--- src/rtl/psum_accumulator_pkg.sv ---
// Shared constants for the partial-sum accumulator and the adder tree feeding it.
// State encoding is fixed so checkers and waveforms can decode it directly.
package psum_accumulator_pkg;

  localparam int DEF_LEN       = 16;
  localparam int DEF_ACC_LEN   = 32;
  localparam int DEF_MAX_TILES = 4096;

  typedef enum logic [1:0] {
    ST_IDLE   = 2'd0,
    ST_ACCUM  = 2'd1,
    ST_OUTPUT = 2'd2
  } state_t;

endpackage

--- src/rtl/psum_accumulator.sv ---
// Accumulates one unsigned tree sum per beat over a configured tile count and
// presents the wrapped total plus a sticky carry-out flag on a valid/ready port.
module psum_accumulator
  import psum_accumulator_pkg::*;
#(
  parameter int LEN       = DEF_LEN,
  parameter int ACC_LEN   = DEF_ACC_LEN,
  parameter int MAX_TILES = DEF_MAX_TILES,
  parameter int CNT_W     = $clog2(MAX_TILES + 1)
) (
  input  logic               clk,
  input  logic               rst_n,
  input  logic               start,
  input  logic [CNT_W-1:0]   cfg_tiles,
  input  logic               in_valid,
  output logic               in_ready,
  input  logic [LEN-1:0]     in_sum,
  output logic               out_valid,
  input  logic               out_ready,
  output logic [ACC_LEN-1:0] out_acc,
  output logic               out_ovf,
  output logic               busy
);

  // Handshake rule on both ports: a transfer happens on a rising clock edge
  // where valid and ready are both high; in_ready/out_valid depend on state only.

  state_t             state;
  state_t             state_next;
  logic [ACC_LEN-1:0] acc;
  logic               ovf;
  logic [CNT_W-1:0]   remaining;

  logic               beat;
  logic               last_beat;
  logic               out_fire;
  logic [ACC_LEN:0]   sum_ext;

  assign beat      = in_valid && in_ready;
  assign last_beat = beat && (remaining == CNT_W'(1));
  assign out_fire  = out_valid && out_ready;

  // One spare bit on the left captures the carry-out of the wrap.
  assign sum_ext = {1'b0, acc} + {{(ACC_LEN + 1 - LEN){1'b0}}, in_sum};

  always_ff @(posedge clk or negedge rst_n) begin
    if (!rst_n) begin
      state <= ST_IDLE;
    end else begin
      state <= state_next;
    end
  end

  always_comb begin
    state_next = state;
    case (state)
      ST_IDLE: begin
        if (start) begin
          state_next = (cfg_tiles == '0) ? ST_OUTPUT : ST_ACCUM;
        end
      end
      ST_ACCUM: begin
        if (last_beat) begin
          state_next = ST_OUTPUT;
        end
      end
      ST_OUTPUT: begin
        if (out_fire) begin
          state_next = ST_IDLE;
        end
      end
      default: state_next = ST_IDLE;
    endcase
  end

  always_comb begin
    in_ready  = (state == ST_ACCUM);
    out_valid = (state == ST_OUTPUT);
    busy      = (state == ST_ACCUM) || (state == ST_OUTPUT);
  end

  always_ff @(posedge clk or negedge rst_n) begin
    if (!rst_n) begin
      acc       <= '0;
      ovf       <= 1'b0;
      remaining <= '0;
      out_acc   <= '0;
      out_ovf   <= 1'b0;
    end else begin
      case (state)
        ST_IDLE: begin
          if (start) begin
            acc       <= '0;
            ovf       <= 1'b0;
            remaining <= cfg_tiles;
            // An empty job publishes zero straight away.
            if (cfg_tiles == '0) begin
              out_acc <= '0;
              out_ovf <= 1'b0;
            end
          end
        end
        ST_ACCUM: begin
          if (beat) begin
            acc       <= sum_ext[ACC_LEN-1:0];
            ovf       <= ovf | sum_ext[ACC_LEN];
            remaining <= remaining - CNT_W'(1);
            if (last_beat) begin
              out_acc <= sum_ext[ACC_LEN-1:0];
              out_ovf <= ovf | sum_ext[ACC_LEN];
            end
          end
        end
        default: ;
      endcase
    end
  end

endmodule

--- config.mk ---
export PLATFORM = sky130hd
export DESIGN_NAME = psum_accumulator
export DESIGN_NICKNAME = d
export VERILOG_FILES = /design/src/rtl/psum_accumulator_pkg.sv /design/src/rtl/psum_accumulator.sv
export SDC_FILE = /design/constraint.sdc
export NUM_CORES = 1
export LEC_CHECK = 0
export ABC_AREA = 0
export BUFFER_PORTS_ARGS = -buffer_cell sky130_fd_sc_hd__buf_2
export CAP_MARGIN = 20
export CORE_ASPECT_RATIO = 0.9
export CORE_MARGIN = 1
export CORE_UTILIZATION = 45
export DETAILED_ROUTE_END_ITERATION = 16
export GPL_ROUTABILITY_DRIVEN = 0
export PLACE_DENSITY = 0.75
export REMOVE_ABC_BUFFERS = 1
export SLEW_MARGIN = 10
export SYNTH_ARGS = -nofsm -noshare
export SYNTH_HDL_FRONTEND = slang
export SYNTH_SLANG_ARGS = --single-unit
--- constraint.sdc ---
create_clock -name clk -period 2.9 [get_ports clk]
set_input_delay 0.29 -clock clk [delete_from_list [all_inputs] [get_ports clk]]
set_output_delay 0.29 -clock clk [all_outputs]
set_load 0.05 [all_outputs]
== Yosys cells after proc, flatten, opt, wreduce, memory -nomap -nowiden ==
Cells that the tools add are included.
Cells by class
  add/subtract/negate cells: 2
  multiply operators: 0
  divide/modulo/power cells: 0
  $lt $le $gt $ge: 0
  equal/unequal tests: 8
  shift-type cells: 0
  multiplexer cells: 24
  bitwise operators: 1
  reduce and logical (&&, ||, !) cells: 10
Operators by type and width (count)
  32-bit two-way mux: 6
  32-bit one-hot mux with 2 select lines: 2
  32-bit by 16-bit adder with 33-bit output: 1
  13-bit two-way mux: 2
  13-bit one-hot mux with 2 select lines: 1
  13-bit by 1-bit equality test with 1-bit output, second input constant: 1
  13-bit logical NOT: 1
  13-bit by 1-bit subtractor with 13-bit output, second input constant: 1
  2-bit two-way mux: 4
  1-bit two-way mux: 6
  2-bit by 1-bit != test with 1-bit output, second input constant: 3
  2-bit one-hot mux with 3 select lines: 1
  3-bit AND reduction: 2
  5-bit AND reduction: 1
  2-bit != test, second input constant: 2
  1-bit one-hot mux with 2 select lines: 2
  1-bit logical AND: 3
  2-bit by 1-bit equality test with 1-bit output, second input constant: 1
  2-bit equality test, second input constant: 1
  2-bit logical NOT: 1
  2-bit nonzero test: 1
  1-bit logical OR: 1
  1-bit bitwise OR: 1
Word-level totals
  register bits: 81
  latch bits: 0
  bits in writable memories: 0
  memory bits (read-only): 0
  input bits: 34
  output and inout port bits: 36
  logic and storage cells: 51
  memories: 0

== Logic depth before layout (Yosys ltp) ==
Gate-level depths: netlist of run 1.
  word-level depth: 6
  mapped depth: 11
  depth with buffers taken out: 10

== Worst setup path before layout of run 1 ==
No wires, ideal clock.
  path type: reg-to-reg
  from: register state[1]
  to: register acc[28]
  setup time: 69 ps
  arrival: 2580 ps
  data required time: 2831 ps
  slack: 252 ps
  stages on the path, launching flop included: 12
  buffers on the path: 3
  clock period less this slack: 2648 ps
  path through: dfrtp_1 -> inv_1 -> ha_1 -> clkbuf_1 -> nand2_1 -> o21ai_0 -> and2_1 -> clkbuf_1 -> nand2_1 -> clkbuf_1 -> or3_1 -> nand3_1
Between the ends
  word-level cells in the longest chain between the ends: 4
  elaborated cells between the ends (all ways): 8
  classes of those cells: eq/ne: 3; mux: 1; reduce/logical: 4
RTL lines
  from (decl): line psum_accumulator.sv:28  | state_t state;
  from (signal assigned): line psum_accumulator.sv:50  | state <= state_next;
  2-bit by 1-bit equality test with 1-bit output (*): line psum_accumulator.sv:77  | in_ready = (state == ST_ACCUM);
  net in_ready: line psum_accumulator.sv:16  | output logic in_ready,
  1-bit logical AND: line psum_accumulator.sv:39  | assign beat = in_valid && in_ready;
  2-bit by 1-bit != test with 1-bit output (no source line)
  3-bit AND reduction (no source line)
  to (signal assigned): line psum_accumulator.sv:105  | acc <= sum_ext[ACC_LEN-1:0];
  to (decl): line psum_accumulator.sv:30  | logic [ACC_LEN-1:0] acc;
The timed path passes the listed nets; every way through them passes the cells marked *.
A chain may end at the register's enable or synchronous reset.

== Final worst setup path of run 1 ==
  from: register acc[11]
  to: register acc[25]
Between the ends
  word-level cells in the longest chain between the ends: 3
RTL lines
  32-bit by 16-bit adder with 33-bit output: line psum_accumulator.sv:44  | assign sum_ext = {1'b0, acc} + {{(ACC_LEN + 1 - LEN){1'b0}}, in_sum};
  32-bit two-way mux: line psum_accumulator.sv:104  | if (beat) begin
  32-bit one-hot mux with 2 select lines: line psum_accumulator.sv:90  | case (state)
No other way between the ends. The select of a mux whose other input is x is not followed.

==> results of run 1 <==
==> synth_stat cells, types with 5 or more instances <==
| cell | instances | area share |
|---|---|---|
| nand2_1 | 84 | 0.067 |
| dfrtp_1 | 81 | 0.43 |
| o21ai_0 | 65 | 0.069 |
| a21oi_1 | 34 | 0.036 |
| nor2_1 | 25 | 0.020 |
| clkbuf_1 | 24 | 0.019 |
| nand3_1 | 22 | 0.023 |
| ha_1 | 21 | 0.056 |
| inv_1 | 17 | 0.014 |
| xnor2_1 | 17 | 0.032 |
| a22o_1 | 12 | 0.022 |
| o22ai_1 | 12 | 0.016 |
| o31ai_1 | 12 | 0.019 |
| nor3_1 | 11 | 0.012 |
| a21o_1 | 8 | 0.013 |
| and3_1 | 8 | 0.011 |
| xor2_1 | 8 | 0.015 |
| nand2b_1 | 7 | 0.0093 |
| nor4_1 | 6 | 0.0080 |
| a211oi_1 | 5 | 0.0080 |
| and2_1 | 5 | 0.0067 |
| nand4_1 | 5 | 0.0067 |
==> sequential cells by signal (all words and copies together), names as in the netlist <==
name / count
out_acc: 32
acc: 32
ovf: 1
state: 2
remaining: 13
out_ovf: 1
==> placed cells by master, fill, tap and decap left out, types with 5 or more instances in the layout <==
cell / netlist / routed
and3_1: 8 / 8
xnor2_1: 17 / 17
ha_1: 21 / 21
nor4_1: 6 / 6
a21o_1: 8 / 8
nand2_1: 84 / 83
a22o_1: 12 / 12
nor2_1: 25 / 25
o22ai_1: 12 / 12
nand3_1: 22 / 22
buf_2: 0 / 68
o31ai_1: 12 / 12
dfrtp_1: 81 / 81
nor3_1: 11 / 11
nand4_1: 5 / 5
nand2b_1: 7 / 7
clkbuf_16: 0 / 9
and2_1: 5 / 5
o21ai_0: 65 / 65
buf_4: 0 / 16
a21oi_1: 34 / 34
inv_1: 17 / 17
xor2_1: 8 / 8
==> critical path, cell delays in order, from the launching register on <==
cell,delay [ns]
dfrtp_1,0.39
ha_1,0.41
nand2_1,0.12
o21ai_1,0.21
a2111oi_0,0.13
nor3_1,0.55
o21ai_2,0.23
or4_1,0.50
o211ai_1,0.14
==> cell type report <==
cell class / instances / area (um^2)
clock inverters: 4 / 75.1
inverters: 18 / 67.6
fillers: 899 / 4300
well taps: 126 / 158
repair buffers: 87 / 510
clock buffers: 12 / 256
flip-flops and latches: 81 / 2030
multi-input cells: 413 / 2520
==> layer usage <==
layer | wire, um | global-route usage | vias to the layer above
met5 | 0 | 0 | -
met4 | 186 | 0.0821 | 0
met3 | 640 | 0.0384 | 20
met2 | 5630 | 0.367 | 149
met1 | 5520 | 0.324 | 2043
li1 | - | - | 2099
==> logic make-up after synthesis <==
logic type	count (synthesis)	share of synthesized area
and+or+nand+nor	190	0.195
AOI/OAI and AO/OA	173	0.225
DFF	81	0.432
buffers and inverters	44	0.0352
xor gates and xnor gates	25	0.0466
adders and majority gates	22	0.0602
muxes	3	0.00640
==> path summary, 6_finish.rpt <==
kind | start | slack (ns) | to
setup / recovery | acc[11] | 0.12 | acc[25]
hold / removal | cfg_tiles[4] | 0.21 | remaining[4]
setup reg to reg | acc[11] | 0.12 | acc[25]
hold reg to reg | out_acc[22] | 0.47 | out_acc[22]
max in group asynchronous | rst_n | 1.81 | remaining[0]
min in group asynchronous | rst_n | 0.48 | out_acc[13]
==> power breakdown <==
group / switching (mW) / internal, mW
Combinational: 1.96 / 0.969
Clock: 0.467 / 0.802
Sequential: 0.243 / 1.43
Total: 2.67 / 3.20
==> what timing repair did <==
action	in CTS	in global routing
buffers inserted	0	0
hold endpoints to repair	0	33
hold buffers	0	1
resized for setup	0	4
setup endpoints to repair	0	8
==> results.yml, run 1 <==
status:
  outcome: "completed"
clock_tree:
  clock_tree.root_cell: "clkbuf_16"
  clk_path_buf_depth: 2
  cts.htree.levels: 3
  tritoncts_num_sinks: 81
  cts.reportedPaths.clkPinSlew_ns: 0.06
  tritoncts: "done"
  cts_made_buffers: 9
  clk-insertion-delay-late_ns: 0.33
yosys:
  postSynthCellCount: 538
  syn_area_per_cell_um2: 8.73
  synth_enable_flop_cells: 0
  synth_seq_cells: 81
  synthDistinctLibCells: 49
  ys_seq_area_frac: 0.432
  synth_area_mm2: 0.00470
  ys.flop_type: "dfrtp_1"
  synth_warnings: 0
  synthArstFlopShare: 1.00
layout:
  num_antenna_cells: 0
  drive_above_1_share: 0.176
  final_cells: 741
  syn_to_final_growth_pct: 19.6
  layout.core_utilization: 0.566
  net_count_final: 666
  postLayoutCellArea_mm2: 0.00561
drt:
  drtIter0Drc: 260
  finalWirelength_um: 12000
  remaining_drc_errors: 0
  detail_route.wl_per_cell_um: 16.2
  antenna_violating_nets_remaining: 0
  vias_per_cell: 5.82
  detailedRoute.firstPassIterationCount: 5
  via_count: 4311
critical_path:
  worstSetupEndpointType: "flop"
  timing.critical_path.required_ns: 3.12
  rr_worst_depth: 8
  cp_max_fo: 9
  setup.worst_path.class: "flop to flop"
  worstPathArrival_ns: 3.00
  setup.worst_path.start_class: "flop"
hold_path:
  hold_path_class: "input pin to flop"
  min_path_cells: 3
die:
  die_height_um: 98.9
  ioPinCount: 70
  die-width_um: 110
  core_mm2: 0.00991
  fp.dieArea_mm2: 0.0108
  floorplan.rows: 34
  initial_utilization: 0.474
placed_design:
  placement.cell_area_mm2: 0.00524
  io_buffer_count: 69
  preCtsSetupSlack_ns: 0.100
  place.detailed.instances: 723
  detailedPlacementHpwl_um: 8360
timing:
  timing.final.crit_share: 0.957
  fin_ws_ns: 0.123
  hold_violations: 0
  worstMarginPinSlew_ns: 0.670
  drv_slew: 0
  setup_total_negative_slack_ns: 0
  hold_slack_ns: 0.207
  minimum_clock_period_after_layout_ns: 2.78
  finClkSkew_ns: 0.00619
  timing.slew.headroom: 0.547
  fmax_mhz: 360
  report.final.setup_viol: 0
pwr:
  p_per_area_mw_per_mm2: 1050
  power_mw: 5.87
  max-vdd-ir-drop_mv: 0.825
  leakage_nw: 2.60
grt:
  grt_first_pass_wirelength_um: 19800
  number_of_global_route_vias_before_repair: 4105
  grt_max_degree: 82
  gr-total-overflow: 0
  initial_antenna_violation_count: 0
  grtUsageTotal: 0.233
flow_run:
  max-cap-violations: 0
(Power assumes the default switching activity.)
==> run 2: changes to the inputs <==
SETUP_SLACK_MARGIN = 0.4   (was default)
==> run 2 against run 1 <==
Net effect:
- combinational power grew 24%
- critical path type unchanged
- clock skew is essentially flat
- count of clock-buffer cells in the layout is the same
- largest power group unchanged
- utilization grew 6.2 points
- critical endpoint is now out_acc[21]
- wire length grew 21%
==> results.yml, run 2 (synthesized netlist as in run 1, its figures left out) <==
layout:
  fillerInstances: 792
  net_count_final: 695
  layout.core_utilization: 0.629
  postLayoutCellArea_mm2: 0.00623
  drive_above_1_share: 0.281
  largest_registers: "acc (32), out_acc (32), remaining (13)"
  syn_to_final_growth_pct: 32.7
  final_cells: 770
  layout.cells.most_common_list: "nand2_1, dfrtp_1, buf_2"
  num_antenna_cells: 0
drt:
  detail_route.wl_per_cell_um: 18.8
  via_count: 4672
  remaining_drc_errors: 0
  vias_per_cell: 6.07
  antenna_violating_nets_remaining: 0
  finalWirelength_um: 14500
  detailedRoute.firstPassIterationCount: 5
  drtIter0Drc: 296
clock_tree:
  cts.reportedPaths.clkPinSlew_ns: 0.06
  cts.htree.levels: 3
  tritoncts: "done"
  clk-insertion-delay-late_ns: 0.34
  tritoncts_num_sinks: 81
  clock_tree.root_cell: "clkbuf_16"
  cts_made_buffers: 9
  clk_path_buf_depth: 2
timing:
  timing.slew.headroom: 0.631
  hold_violations: 0
  rsz0062_at_grt: "yes"
  timing.final.crit_share: 0.921
  finClkSkew_ns: 0.00665
  drv_slew: 0
  minimum_clock_period_after_layout_ns: 2.67
  fin_ws_ns: 0.228
  fmax_mhz: 374
  setup_total_negative_slack_ns: 0
  report.final.setup_viol: 0
  worstMarginPinSlew_ns: 0.554
status:
  outcome: "completed"
grt:
  number_of_global_route_vias_before_repair: 4352
  grt_first_pass_wirelength_um: 21600
  grt_max_degree: 82
  gr-total-overflow: 0
  grtUsageTotal: 0.257
  initial_antenna_violation_count: 0
critical_path:
  timing.critical_path.slowest_stage_cell: "a2111oi_4"
  crit_path_max_incr_delay_ns: 0.46
  setup.worst_path.class: "flop to flop"
  path_cells: "ha_1 -> a21oi_2 -> o21ai_1 -> a2111oi_4 -> nor3_4 -> buf_4 -> o21ai_4 -> buf_6 -> nor2_1 -> o311ai_2"
  timing.critical_path.required_ns: 3.14
  worstPathArrival_ns: 2.91
  cp_max_fo: 6
  setup.worst_path.start_class: "flop"
  worstSetupEndpointType: "flop"
placed_design:
  io_buffer_count: 69
  place.detailed.instances: 723
  placement.cell_area_mm2: 0.00524
  detailedPlacementHpwl_um: 8360
  preCtsSetupSlack_ns: 0.100
die:
  fp.dieArea_mm2: 0.0108
  initial_utilization: 0.474
  die_height_um: 98.9
  die-width_um: 110
  ioPinCount: 70
  floorplan.rows: 34
  core_mm2: 0.00991
pwr:
  max-vdd-ir-drop_mv: 0.907
  leakage_nw: 2.82
  p_per_area_mw_per_mm2: 1060
flow_run:
  max-cap-violations: 0
hold_path:
  hold_path_class: "input pin to flop"
## run 2: cell types whose count changed in the layout (fill, tap and decap cells not counted), moves of 6 or more
| cell | delta |
|---|---|
| ha_1 | -6 |
| o21ai_0 | -11 |
| buf_4 | +18 |
| o21ai_1 | +10 |
| buf_6 | +6 |
## run 2: layout make-up
cell class | count | area (um^2) | share of cell area
clock inverter | 4 | 75.1 | 0.0120
clock buffer | 12 | 256 | 0.0411
inverter | 18 | 68.8 | 0.0110
multi-input combinational | 414 | 2830 | 0.454
sequential | 81 | 2030 | 0.325
timing repair buffer | 115 | 821 | 0.132
tap | 126 | 158 | 0.0253
## run 2: final timing paths
| path | start | endpoint | slack (ns) | cells past startpoint |
|---|---|---|---|---|
| setup / recovery | acc[12] | out_acc[21] | 0.23 | 10 |
| hold reg to reg | out_acc[26] | out_acc[26] | 0.48 | 2 |
| hold / removal | cfg_tiles[4] | remaining[4] | 0.20 | 3 |
| setup reg to reg | acc[12] | out_acc[21] | 0.23 | 10 |
| min in group asynchronous | rst_n | out_acc[15] | 0.48 | 2 |
| max in group asynchronous | rst_n | out_ovf | 1.81 | 3 |
## run 2: critical path: cells and delay by family, from the launching register on
| kind | cells | cell delay (ns) |
|---|---|---|
| flops | 1 | 0.39 |
| fa+ha+maj | 1 | 0.37 |
| compound gates | 5 | 1.40 |
| simple gates | 2 | 0.10 |
| buf+inv | 2 | 0.32 |
## run 2: stage by stage
stage | power [mW] | hold slack (ns)
after global routing | 6.96 | 0.228
after detailed placement | 4.56 | 0.464
after CTS | 6.21 | 0.184
after global placement | 4.45 | 0.456
final | 6.58 | 0.204
after floorplan | 3.68 | -0.00559
## run 2: report_power, final
| group | internal (mW) | leakage [nW] | switching [mW] |
|---|---|---|---|
| Clock | 0.802 | 0.155 | 0.470 |
| Combinational | 1.33 | 1.59 | 2.31 |
| Sequential | 1.43 | 1.08 | 0.244 |
## run 2: layer usage
| metal | global-route usage | wire, um |
|---|---|---|
| met1 | 0.351 | 6130 |
| met4 | 0.0872 | 392 |
| met2 | 0.415 | 7010 |
| met3 | 0.0390 | 947 |
| met5 | 0 | 0 |
## run 2: repair_timing
| item | CTS | global route |
|---|---|---|
| cloned | 4 | 1 |
| buffers inserted | 13 | 11 |
| endpoints found under the setup margin | 47 | 46 |
| resized for setup | 22 | 59 |
| hold buffers | 0 | 1 |
| pin swaps | 8 | 25 |
| hold endpoints to repair | 0 | 33 |
